--- src/rtl/carga_byte_mem.sv ---
// carga_byte_mem: byte-load fetch stage between the data-memory port and the
// 8-to-32 sign extender. Runs a req/ack handshake with a bounded wait, picks
// the addressed little-endian byte lane and reports success or timeout.
module carga_byte_mem #(
   parameter int TIMEOUT = 15,
   parameter int CW      = 8
) (
   input  logic        Clk,
   input  logic        Reset_n,
   input  logic        Inicio,
   input  logic [31:0] Direccion,
   input  logic        ConSigno,
   output logic        Mem_Req,
   output logic [31:0] Mem_Dir,
   input  logic        Mem_Ack,
   input  logic [31:0] Mem_Dato,
   output logic [7:0]  Entrada,
   output logic        Signo,
   output logic        Valido,
   output logic        Error,
   output logic        Ocupado
);

   typedef enum logic [1:0] {
      REPOSO  = 2'd0,
      LECTURA = 2'd1,
      LISTO   = 2'd2,
      FALLO   = 2'd3
   } state_t;

   // Counter value reached in the final request cycle before giving up.
   localparam logic [CW-1:0] LAST_WAIT = CW'(TIMEOUT - 1);

   state_t        state;
   state_t        next_state;
   logic [CW-1:0] wait_count;
   logic [1:0]    lane;
   logic          sign_req;
   logic [7:0]    lane_byte;

   // State register; reset aborts any outstanding request immediately.
   always_ff @(posedge Clk or negedge Reset_n) begin
      if (!Reset_n) begin
         state <= REPOSO;
      end else begin
         state <= next_state;
      end
   end

   // Next-state logic; an acknowledge on the last wait cycle beats the timeout.
   always_comb begin
      next_state = state;
      case (state)
         REPOSO: begin
            if (Inicio) begin
               next_state = LECTURA;
            end
         end
         LECTURA: begin
            if (Mem_Ack) begin
               next_state = LISTO;
            end else if (wait_count == LAST_WAIT) begin
               next_state = FALLO;
            end
         end
         LISTO:   next_state = REPOSO;
         FALLO:   next_state = REPOSO;
         default: next_state = REPOSO;
      endcase
   end

   // Handshake and status outputs are pure decodes of the registered state.
   always_comb begin
      Mem_Req = 1'b0;
      Valido  = 1'b0;
      Error   = 1'b0;
      Ocupado = 1'b1;
      case (state)
         REPOSO:  Ocupado = 1'b0;
         LECTURA: Mem_Req = 1'b1;
         LISTO:   Valido  = 1'b1;
         FALLO:   Error   = 1'b1;
         default: Ocupado = 1'b0;
      endcase
   end

   // Little-endian byte lane selected by the latched low address bits.
   always_comb begin
      lane_byte = Mem_Dato[7:0];
      case (lane)
         2'd0: lane_byte = Mem_Dato[7:0];
         2'd1: lane_byte = Mem_Dato[15:8];
         2'd2: lane_byte = Mem_Dato[23:16];
         2'd3: lane_byte = Mem_Dato[31:24];
         default: lane_byte = Mem_Dato[7:0];
      endcase
   end

   // Request latching, wait counting and result capture; the result only
   // changes on an acknowledged read, so timeouts leave it untouched.
   always_ff @(posedge Clk or negedge Reset_n) begin
      if (!Reset_n) begin
         wait_count <= '0;
         lane       <= 2'd0;
         sign_req   <= 1'b0;
         Mem_Dir    <= 32'h0000_0000;
         Entrada    <= 8'h00;
         Signo      <= 1'b0;
      end else begin
         case (state)
            REPOSO: begin
               if (Inicio) begin
                  lane       <= Direccion[1:0];
                  sign_req   <= ConSigno;
                  Mem_Dir    <= {Direccion[31:2], 2'b00};
                  wait_count <= '0;
               end
            end
            LECTURA: begin
               if (Mem_Ack) begin
                  Entrada <= lane_byte;
                  Signo   <= sign_req;
               end else if (wait_count != LAST_WAIT) begin
                  wait_count <= wait_count + 1'b1;
               end
            end
            default: begin
            end
         endcase
      end
   end

endmodule

--- config.mk ---
export PLATFORM = sky130hd
export DESIGN_NAME = carga_byte_mem
export DESIGN_NICKNAME = d
export VERILOG_FILES = /design/src/rtl/carga_byte_mem.sv
export SDC_FILE = /design/constraint.sdc
export NUM_CORES = 1
export LEC_CHECK = 0
export BUFFER_PORTS_ARGS = -buffer_cell sky130_fd_sc_hd__buf_2
export CAP_MARGIN = 20
export CORE_AREA = 8 8 113 115
export CTS_CLUSTER_DIAMETER = 120
export CTS_CLUSTER_SIZE = 20
export DETAILED_ROUTE_END_ITERATION = 10
export DIE_AREA = 0 0 121 123
export GPL_ROUTABILITY_DRIVEN = 0
export PLACE_DENSITY = 0.45
export SKIP_LAST_GASP = 1
export SLEW_MARGIN = 20
export SYNTH_ARGS = -nofsm -noshare
export SYNTH_HDL_FRONTEND = slang
export SYNTH_SLANG_ARGS = --single-unit
--- constraint.sdc ---
create_clock -name Clk -period 3.4 [get_ports Clk]
set_clock_uncertainty 0.1 [all_clocks]
set_input_delay 0.17 -clock Clk [delete_from_list [all_inputs] [get_ports Clk]]
set_output_delay 0.17 -clock Clk [all_outputs]
set_load 0.01 [all_outputs]
==> reports/metrics.csv <==
metric,value,unit
Post-Route WL,6530,um
max-cap viol count,0,
via count,1896,
Slew Limit Fails,0,
Final Cell Area,3620,um^2
Critical Path Sink Type,flip-flop,
Congestion Overflow GR,0,
cts-stage hold buffer count,32,
Total GRT Usage,0.0896,
CTS sink cnt,52,
Ports,114,
Area after DPL,3130,um^2
final setup fails,0,
synthesized flop and latch total,52,
Detailed Place HPWL,4670,um
final worst path period need,1910,ps
TritonRoute pass-1 iters,3,
H-Tree Depth,2,
status,"complete, no violations",
RSZ-0062 raised after global routing,false,
clock buffer depth,2,
critical path's slowest cell,dfrtp_1,
Area Growth Syn to Fin,47.4,%
crit path kind,flip-flop to flip-flop,
routed len/inst,14.2,um
Worst-Margin Slew,601,ps
Leak,1.68,nW
die area,14900,um^2
Peak VDD IR,250,uV
WP data arrival,1990,ps
"Cell Area, Synth",2460,um^2
Die H,123,um
core area,11100,um^2
total negative setup slack,0,ps
die width,121,um
initial antenna violation count,1,
Worst setup SP type,flip-flop,
"Seq/Total Area, Yosys",0.530,
first-pass GRT wire length,10500,um
port bufs,111,
min-delay src,Direccion[17],
final worst slack,1490,ps
cells along the critical path,"or2_4, nor2_8, mux2_2",
"Net count, final",385,
final hold vios,0,
cts repair resizes,0,
vias in the first global route,2060,
drt drc,0,
Core Rows,39,
Critical Path RT,3480,ps
Util after Layout,0.327,
YS warnings,0,
worst r2r src,state[0],
layout cells sized above 1,0.483,
worst skew pair latency,290,ps
Num CTS Buffers,5,
clk slew on worst S/H paths,70,ps
Total Power,0.00238,W
Min-Delay Path Class,primary input to flip-flop,
CTS tree,built,
post-place setup slack,1430,ps
Rel. slew slack,0.599,
Synth Area per Inst,14.5,um^2
largest net degree at the start of global routing,46,
initial DRC count,94,
max incr delay on CP,490,ps
Peak Freq,525,MHz
setup bufs post-CTS,0,
Synth cell types,41,
Top delay family on crit path,simple AND/OR/NAND/NOR gates,
cell area power density,656,nW/um^2
Starting Density,0.222,
worst path bufs/invs,0,
Syn Inst Count,169,
FILL cells,1112,
CTS root buf,clkbuf_16,
Tcrit/Tclk final,0.561,
"Max FO, Critical Path",33,
Setup crit start,state[0],
"antenna viol nets, final",0,
Vias/cell,4.13,
routing by layer:
metal  GRT usage  up-vias  part of all wire
li1            -      904                 -
met1      0.0968      923              0.40
met2       0.156       60              0.52
met3      0.0320        7             0.068
met4      0.0398        2             0.017
met5           0        -            0.0020
report_power, final:
part,switching [W],leakage (nW),internal (W)
clock network,0.000227,0.0691,0.000293
registers,0.000157,0.626,0.000847
logic,0.000390,0.983,0.000462
metrics by stage:
stage / hold WS (ps) / cells
after detailed placement: 290 / 417
after floorplan: -226 / 170
after CTS: 0.900 / 457
final: 12.9 / 459
after global placement: 286 / 417
after global routing: 11.1 / 458
cell usage after synthesis (all sizes together):
cell type | count | share of area
a21oi | 5 | 0.015
ha | 2 | 0.010
or2 | 1 | 0.0036
o21ai | 3 | 0.0061
nand2 | 4 | 0.0071
nor2b | 1 | 0.0025
nor3b | 1 | 0.0051
dfrtp | 52 | 0.53
o21a | 1 | 0.0061
a41oi | 1 | 0.0036
nand4bb | 1 | 0.011
or3b | 1 | 0.0046
a221oi | 1 | 0.0036
conb | 1 | 0.0015
buf | 8 | 0.029
nand4 | 1 | 0.0025
mux4 | 8 | 0.073
o211ai | 1 | 0.0031
o2bb2ai | 1 | 0.0036
a21o | 1 | 0.0036
o22ai | 1 | 0.0025
nand2b | 3 | 0.0076
xnor2 | 1 | 0.0036
inv | 8 | 0.012
a211oi | 1 | 0.0031
nand3 | 4 | 0.0082
mux2 | 43 | 0.20
and2 | 1 | 0.0025
and3 | 1 | 0.0025
and4 | 1 | 0.0036
or3 | 2 | 0.0051
nor2 | 8 | 0.025
logic make-up (layout without fill, tap and decap cells):
logic type / count (synthesis) / count (layout) / share of synthesized area
adder cells (fa/ha/maj): 2 / 2 / 0.0102
XOR/XNOR: 1 / 1 / 0.00357
buffers and inverters: 16 / 161 / 0.0413
multiplexers: 51 / 51 / 0.272
AO/OA/AOI/OAI: 16 / 16 / 0.0499
AND/OR/NAND/NOR: 30 / 30 / 0.0917
other: 1 / 3 / 0.00153
flip-flops: 52 / 52 / 0.530
placed cells by master, fill, tap and decap left out, types with 2 or more instances in the layout:
| cell | synthesis | layout |
|---|---|---|
| a21oi_1 | 4 | 4 |
| dfrtp_1 | 52 | 52 |
| inv_1 | 7 | 7 |
| nor2_1 | 6 | 6 |
| nand2b_1 | 3 | 3 |
| nand3_1 | 4 | 4 |
| buf_2 | 0 | 110 |
| or3_1 | 2 | 2 |
| conb_1 | 1 | 2 |
| dlygate4sd3_1 | 0 | 33 |
| mux2_2 | 12 | 12 |
| mux4_2 | 8 | 8 |
| nor2_8 | 2 | 2 |
| clkbuf_16 | 0 | 5 |
| ha_1 | 2 | 2 |
| clkinvlp_4 | 0 | 2 |
| o21ai_1 | 2 | 2 |
| nand2_1 | 3 | 3 |
| buf_4 | 3 | 2 |
| mux2_1 | 30 | 30 |
final cells by class:
class	count	area, um^2	share of cell area
Clock inverter	2	15.0	0.00415
Antenna cell	1	2.50	0.000691
Multi-Input combinational cell	102	1060	0.292
Timing Repair Buffer	145	896	0.247
Clock buffer	6	139	0.0384
Sequential cell	52	1300	0.359
Tap cell	143	179	0.0494
Inverter	8	30.0	0.00830
path summary, 6_finish.rpt:
check | to | slack, ps | cells past startpoint
worst max-delay path | Mem_Dir[16] | 1490 | 3
worst min-delay path | Mem_Dir[17] | 10 | 2
worst max register to register | Mem_Dir[16] | 1490 | 3
worst min register to register | Mem_Dir[23] | 380 | 1
max in group asynchronous | state[1] | 2300 | 3
min in group asynchronous | Mem_Dir[28] | 350 | 2
sequential cells by signal, summed over array words and instances (netlist names):
signal and flops:
sign_req 1, state 2, Signo 1, wait_count 8, lane 2, Entrada 8, Mem_Dir 30
Power figures use the tool's default switching activity.
